File: src/rtl/arith_pkg.sv
// arith_pkg: shared opcodes, sequencer state encoding and opcode decode for the 4-bit arithmetic unit
package arith_pkg;
    localparam int NIB = 4;
    localparam logic [2:0] OP_ADD = 3'd0;
    localparam logic [2:0] OP_ADC = 3'd1;
    localparam logic [2:0] OP_SUB = 3'd2;
    localparam logic [2:0] OP_SBB = 3'd3;
    localparam logic [2:0] OP_INC = 3'd4;
    localparam logic [2:0] OP_DEC = 3'd5;
    localparam logic [2:0] OP_TFR = 3'd6;
    localparam logic [2:0] OP_RSV = 3'd7;
    typedef enum logic [1:0] {IDLE, RUN, DONE} state_e;
    // Returns {s1, s0, first-pass cin}; the reserved opcode runs as a transfer
    function automatic logic [2:0] op_decode(input logic [2:0] op, input logic cin);
        case (op)
            OP_ADD:  return 3'b000;
            OP_ADC:  return {2'b00, cin};
            OP_SUB:  return 3'b011;
            OP_SBB:  return {2'b01, cin};
            OP_INC:  return 3'b101;
            OP_DEC:  return 3'b110;
            default: return 3'b100;
        endcase
    endfunction
endpackage

File: src/rtl/arith_op_decode.sv
// arith_op_decode: combinational opcode to unit select/carry decode
module arith_op_decode import arith_pkg::*; (
    input  logic [2:0] op_i,
    input  logic       cin_i,
    output logic       s1_o,
    output logic       s0_o,
    output logic       cin_o,
    output logic       err_o
);
    assign {s1_o, s0_o, cin_o} = op_decode(op_i, cin_i);
    assign err_o = op_i == OP_RSV;
endmodule

File: src/rtl/arith_seq_ctrl.sv
// arith_seq_ctrl: runs WIDTH-bit commands as chained nibble passes through the 4-bit arithmetic unit
module arith_seq_ctrl import arith_pkg::*; #(
    parameter int WIDTH = 8
) (
    input  logic             clk,
    input  logic             rst_n,
    input  logic             cmd_valid,
    output logic             cmd_ready,
    input  logic [2:0]       cmd_op,
    input  logic [WIDTH-1:0] cmd_a,
    input  logic [WIDTH-1:0] cmd_b,
    input  logic             cmd_cin,
    output logic             au_s1,
    output logic             au_s0,
    output logic             au_cin,
    output logic [3:0]       au_a,
    output logic [3:0]       au_b,
    input  logic [3:0]       au_f,
    input  logic             au_co,
    output logic             res_valid,
    input  logic             res_ready,
    output logic [WIDTH-1:0] res_data,
    output logic             res_co,
    output logic             res_zero,
    output logic             res_err
);
    localparam int NP = WIDTH / NIB;
    localparam int KW = NP > 1 ? $clog2(NP) : 1;

    state_e           state_q, state_d;
    logic [2:0]       op_q, op_d;
    logic [WIDTH-1:0] a_q, a_d, b_q, b_d, res_q, res_d;
    logic             cin_q, cin_d, carry_q, carry_d, co_q, co_d, zero_q, zero_d, err_q, err_d;
    logic [KW-1:0]    k_q, k_d;
    logic             dec_s1, dec_s0, dec_cin, dec_err, run;

    arith_op_decode u_dec (
        .op_i  (op_q),
        .cin_i (cin_q),
        .s1_o  (dec_s1),
        .s0_o  (dec_s0),
        .cin_o (dec_cin),
        .err_o (dec_err)
    );

    assign run       = state_q == RUN;
    assign au_s1     = run & dec_s1;
    assign au_s0     = run & dec_s0;
    assign au_cin    = run & (k_q == '0 ? dec_cin : carry_q);
    assign au_a      = run ? a_q[NIB*int'(k_q) +: NIB] : '0;
    assign au_b      = run ? b_q[NIB*int'(k_q) +: NIB] : '0;
    assign cmd_ready = state_q == IDLE;
    assign res_valid = state_q == DONE;
    assign res_data  = res_q;
    assign res_co    = co_q;
    assign res_zero  = zero_q;
    assign res_err   = err_q;

    // Next state: latch on accept, fold one nibble per RUN cycle, hold the result until taken
    always_comb begin
        state_d = state_q;
        op_d    = op_q;
        a_d     = a_q;
        b_d     = b_q;
        cin_d   = cin_q;
        k_d     = k_q;
        carry_d = carry_q;
        res_d   = res_q;
        co_d    = co_q;
        zero_d  = zero_q;
        err_d   = err_q;
        case (state_q)
            IDLE: if (cmd_valid) begin
                state_d = RUN;
                op_d    = cmd_op;
                a_d     = cmd_a;
                b_d     = cmd_b;
                cin_d   = cmd_cin;
                k_d     = '0;
                carry_d = 1'b0;
            end
            RUN: begin
                res_d[NIB*int'(k_q) +: NIB] = au_f;
                carry_d = au_co;
                k_d     = k_q + 1'b1;
                if (k_q == KW'(NP - 1)) begin
                    state_d = DONE;
                    co_d    = au_co;
                    zero_d  = res_d == '0;
                    err_d   = dec_err;
                end
            end
            default: if (res_ready) state_d = IDLE;
        endcase
    end

    // State and datapath registers; reset drops any in-flight command
    always_ff @(posedge clk or negedge rst_n) begin
        if (!rst_n) begin
            state_q <= IDLE;
            op_q    <= '0;
            a_q     <= '0;
            b_q     <= '0;
            cin_q   <= 1'b0;
            k_q     <= '0;
            carry_q <= 1'b0;
            res_q   <= '0;
            co_q    <= 1'b0;
            zero_q  <= 1'b0;
            err_q   <= 1'b0;
        end else begin
            state_q <= state_d;
            op_q    <= op_d;
            a_q     <= a_d;
            b_q     <= b_d;
            cin_q   <= cin_d;
            k_q     <= k_d;
            carry_q <= carry_d;
            res_q   <= res_d;
            co_q    <= co_d;
            zero_q  <= zero_d;
            err_q   <= err_d;
        end
    end
endmodule

File: config.mk
export PLATFORM = sky130hd
export DESIGN_NAME = arith_seq_ctrl
export DESIGN_NICKNAME = d
export VERILOG_FILES = /design/src/rtl/arith_pkg.sv /design/src/rtl/arith_op_decode.sv /design/src/rtl/arith_seq_ctrl.sv
export SDC_FILE = /design/constraint.sdc
export NUM_CORES = 1
export LEC_CHECK = 0
export BUFFER_PORTS_ARGS = -buffer_cell sky130_fd_sc_hd__buf_4
export CORE_MARGIN = 2
export CORE_UTILIZATION = 40
export CTS_BUF_LIST = sky130_fd_sc_hd__clkbuf_16
export CTS_CLUSTER_DIAMETER = 40
export DETAILED_ROUTE_END_ITERATION = 8
export PLACE_DENSITY = 0.65
export SYNTH_ARGS = -nofsm -noshare
export SYNTH_HDL_FRONTEND = slang
export SYNTH_SLANG_ARGS = --single-unit
File: constraint.sdc
create_clock -name clk -period 1.65 [get_ports clk]
set_input_delay 0.0825 -clock clk [delete_from_list [all_inputs] [get_ports clk]]
set_output_delay 0.0825 -clock clk [all_outputs]
set_load 0.01 [all_outputs]
==> parameters.txt <==
Parameter                              Value

Drt
  Detailed Route WL    3140 um
  Routed len/inst    13.5 um
  Number of design-rule violations left by the first detailed-router iteration    40
  Detail-routed via count per cell    4.80
  Count of antenna-violating nets left after detailed routing    0
  Vias after detailed routing    1,113
  1st-pass router iterations    4
  DRC viols    0

GRT
  GR Util met2    0.273
  Global-route layer with the greatest usage    met2
  Met3 routing resource usage after global routing    0.0681
  Total track usage    0.164
  Overflow after GRT    0
  Largest net degree at the start of global routing    36
  Number of antenna violations at the first check in global routing    0
  Wire length of the first global-routing pass    5220 um
  Number of global-route vias before repair    1,138
  Global Route met1 Usage    0.192

Pwr
  Combinational Power Share    0.414
  Relative contribution of the clock network to total power    0.233
  Share of power burned in registers    0.353
  Power density relative to cell area    2030 mW/mm^2
  Leakage power    1.04 nW
  Switching share of total power    0.315
  Largest vdd supply drop    0.983 mV
  Switching power summed over all nets    0.00140 W
  Total internal power    0.00304 W

Final layout
  Final instance area    0.00219 mm^2
  Fraction of final layout cells sized beyond drive strength 1    0.533
  Area Overhead vs Synth    41.3%
  Number of diodes added for antenna fixing    0
  Final-stage net count    212
  Utilization after layout    0.593

Worst setup path
  Crit Path Category    reg -> out
  Worst path cell trace    mux2_2 -> nand2_1 -> a221oi_1 -> buf_4
  Endpoint kind of the worst setup timing path    output pin
  Critical Path RT    1.57 ns
  Worst setup slack for register-to-register paths    0.24 ns
  Cell with the biggest individual delay on the critical path    sky130_fd_sc_hd__dfrtp_1
  Delay of the slowest critical-path stage    0.43 ns
  Critical-path maximum fanout    5
  Top delay family on crit path    flip-flops
  Buffer and inverter count on the worst path    1
  Type of origin of the critical path    flip-flop
  Data arrival time at the worst-slack endpoint    1.48 ns

CTS
  Clock tree root driver cell    sky130_fd_sc_hd__clkbuf_16
  Num Clock Sinks    35
  CTS tree    built
  Number of buffers added by the clock tree synthesis step    5
  Max Root-Sink Buffers    2
  Insertion delay to the later sink of the worst-skew pair    0.27 ns
  H-tree lvl count    2
  Clock transition time at the flip-flop clock pins of the worst setup and hold paths    0.05 ns
  Postcts setup bufs    0

Timing
  Fmax    640 MHz
  Worst slew pin tran    0.438 ns
  Post-route worst hold slack    0.0232 ns
  RSZ-0062 raised after global routing    no
  Final Setup Violations    0
  Fin. Hold Viols    0
  Ratio of final minimum period to clock period    0.946
  Tmin final    1.56 ns
  Remaining max-slew budget at the tightest pin    0.708
  Summed negative setup slack over all endpoints    0 ns
  Pins over their slew limit    0
  Worst-case clock skew    0.00324 ns

Die
  Top-level I/O count    53
  Area of the die    0.00439 mm^2
  Placeable core region    0.00369 mm^2
  Die span in x    66.2 um
  Die Height    66.2 um
  Core Rows    22
  Initial core utilization    0.420

Place
  Post-place instance area    0.00201 mm^2
  Last weighted congestion value of the routability-driven placer    0.793
  Number of port buffers    52
  Post-DP HPWL    2330 um

Synthesis
  Synthesis Warnings    0
  Flip-flop and latch count after synthesis    35
  Synthesized instance count    121
  Post-Syn Area per Cell    12.8 um^2
  Register area share after synthesis    0.565
  Nets in the synthesized netlist    150
  Cell Area, Synth    0.00155 mm^2
  Number of library cell types mapped by synthesis    21

Hold path
  Class of the worst hold path    in -> reg

Run
  Max_cap viols    0

Status
  Result of the run    finished clean
-- registers in the layout, summed over array words and instances (netlist names), 2 cells and up --
name,count
op_q,3
a_q,8
state_q,2
b_q,8
res_data,8
-- layer usage --
layer	wire length (um)	part of all wire
met1	1370	0.44
met2	1550	0.49
met3	204	0.065
met4	10	0.0032
met5	0	0
-- power groups by stage --
stage	Combinational, W	Sequential, W	Clock, W
5_1_grt	0.00200	0.00163	0.00111
4_1_cts	0.00186	0.00157	0.00106
3_3_place_gp	0.00181	0.00156	0
2_1_floorplan	0.00108	0.00158	0
3_5_place_dp	0.00186	0.00159	0
6_report	0.00184	0.00157	0.00103
-- layout by cell type, fill, tap and decap left out --
| cell | instances |
|---|---|
| sky130_fd_sc_hd__buf_4 | 59 |
| sky130_fd_sc_hd__dfrtp_1 | 35 |
| sky130_fd_sc_hd__mux2_2 | 28 |
| sky130_fd_sc_hd__nor2_1 | 11 |
| sky130_fd_sc_hd__nand2_1 | 10 |
| sky130_fd_sc_hd__mux2i_1 | 8 |
| sky130_fd_sc_hd__o21ai_0 | 5 |
| sky130_fd_sc_hd__clkbuf_16 | 5 |
| sky130_fd_sc_hd__inv_1 | 3 |
| sky130_fd_sc_hd__nand2b_1 | 2 |
| sky130_fd_sc_hd__nand3b_1 | 2 |
| sky130_fd_sc_hd__a21oi_1 | 2 |
| sky130_fd_sc_hd__nor4_1 | 2 |
| sky130_fd_sc_hd__a221oi_1 | 1 |
| sky130_fd_sc_hd__and2b_2 | 1 |
| sky130_fd_sc_hd__nor3b_4 | 1 |
| sky130_fd_sc_hd__o22ai_1 | 1 |
| sky130_fd_sc_hd__nand3_1 | 1 |
| sky130_fd_sc_hd__nor2_4 | 1 |
| sky130_fd_sc_hd__o21bai_1 | 1 |
| sky130_fd_sc_hd__a21o_2 | 1 |
| sky130_fd_sc_hd__clkinv_2 | 1 |
| sky130_fd_sc_hd__bufinv_16 | 1 |
| sky130_fd_sc_hd__clkinv_1 | 1 |
| sky130_fd_sc_hd__dlygate4sd3_1 | 1 |
-- cells in the mapped netlist --
library cell	n	area share
sky130_fd_sc_hd__a21o_2	1	0.0057
sky130_fd_sc_hd__nor3b_4	1	0.012
sky130_fd_sc_hd__o21ai_0	5	0.016
sky130_fd_sc_hd__nand2b_1	2	0.0081
sky130_fd_sc_hd__dfrtp_1	35	0.57
sky130_fd_sc_hd__inv_1	3	0.0073
sky130_fd_sc_hd__o21bai_1	1	0.0048
sky130_fd_sc_hd__mux2i_1	8	0.052
sky130_fd_sc_hd__a21oi_1	2	0.0065
sky130_fd_sc_hd__buf_6	2	0.015
sky130_fd_sc_hd__nor4_1	2	0.0081
sky130_fd_sc_hd__a221oi_1	1	0.0057
sky130_fd_sc_hd__nand3_1	1	0.0032
sky130_fd_sc_hd__and2b_2	1	0.0057
sky130_fd_sc_hd__nand3b_1	2	0.0097
sky130_fd_sc_hd__o22ai_1	1	0.0040
sky130_fd_sc_hd__nand2_1	10	0.024
sky130_fd_sc_hd__mux2_2	28	0.20
sky130_fd_sc_hd__buf_2	3	0.0097
sky130_fd_sc_hd__nor2_4	1	0.0073
sky130_fd_sc_hd__nor2_1	11	0.027
-- logic make-up (layout without fill, tap and decap cells) --
family                 Yosys count  count (layout)  synth area share
AO/OA/AOI/OAI                   11              11            0.0428
flip-flops                      35              35             0.565
buffers and inverters            8              71            0.0315
AND/OR/NAND/NOR                 31              31             0.105
multiplexers                    36              36             0.255
-- per-stage QoR --
| step | setup slack (ns) | power [W] | instances |
|---|---|---|---|
| global route | 0.0109 | 0.00474 | 232 |
| detailed placement | 0.243 | 0.00344 | 223 |
| CTS | 0.0854 | 0.00450 | 232 |
| floorplan | 0.265 | 0.00267 | 121 |
| global placement | 0.293 | 0.00337 | 223 |
| finish | 0.0884 | 0.00444 | 232 |
-- worst min-delay path: cells and delay by family --
family,cells,cell delay (ns)
buf+inv,1,0.08
compound gates,1,0.06
simple gates,1,0.03
-- what timing repair did --
item                      in CTS  in global routing
hold buffers                   1                  0
gates resized for setup        0                  0
hold endpoints to repair      35                  0
-- cell type report --
class / instances / area, um^2
Multi-Input combinational cell: 78 / 624
Clock inverter: 3 / 38.8
Timing Repair Buffer: 60 / 453
Tap cell: 48 / 60.1
Clock buffer: 5 / 125
Sequential cell: 35 / 876
Fill cell: 325 / 1500
Inverter: 3 / 11.3
-- path summary, 6_finish.rpt --
check / cells after the start / from / to
max: 4 / op_q[0] / au_cin
min: 3 / cmd_op[2] / op_q[2]
max reg2reg: 3 / state_q[0] / b_q[4]
min reg2reg: 2 / res_err / res_err
max in group asynchronous: 2 / rst_n / b_q[5]
min in group asynchronous: 2 / rst_n / op_q[0]
Power figures use the tool's default switching activity.
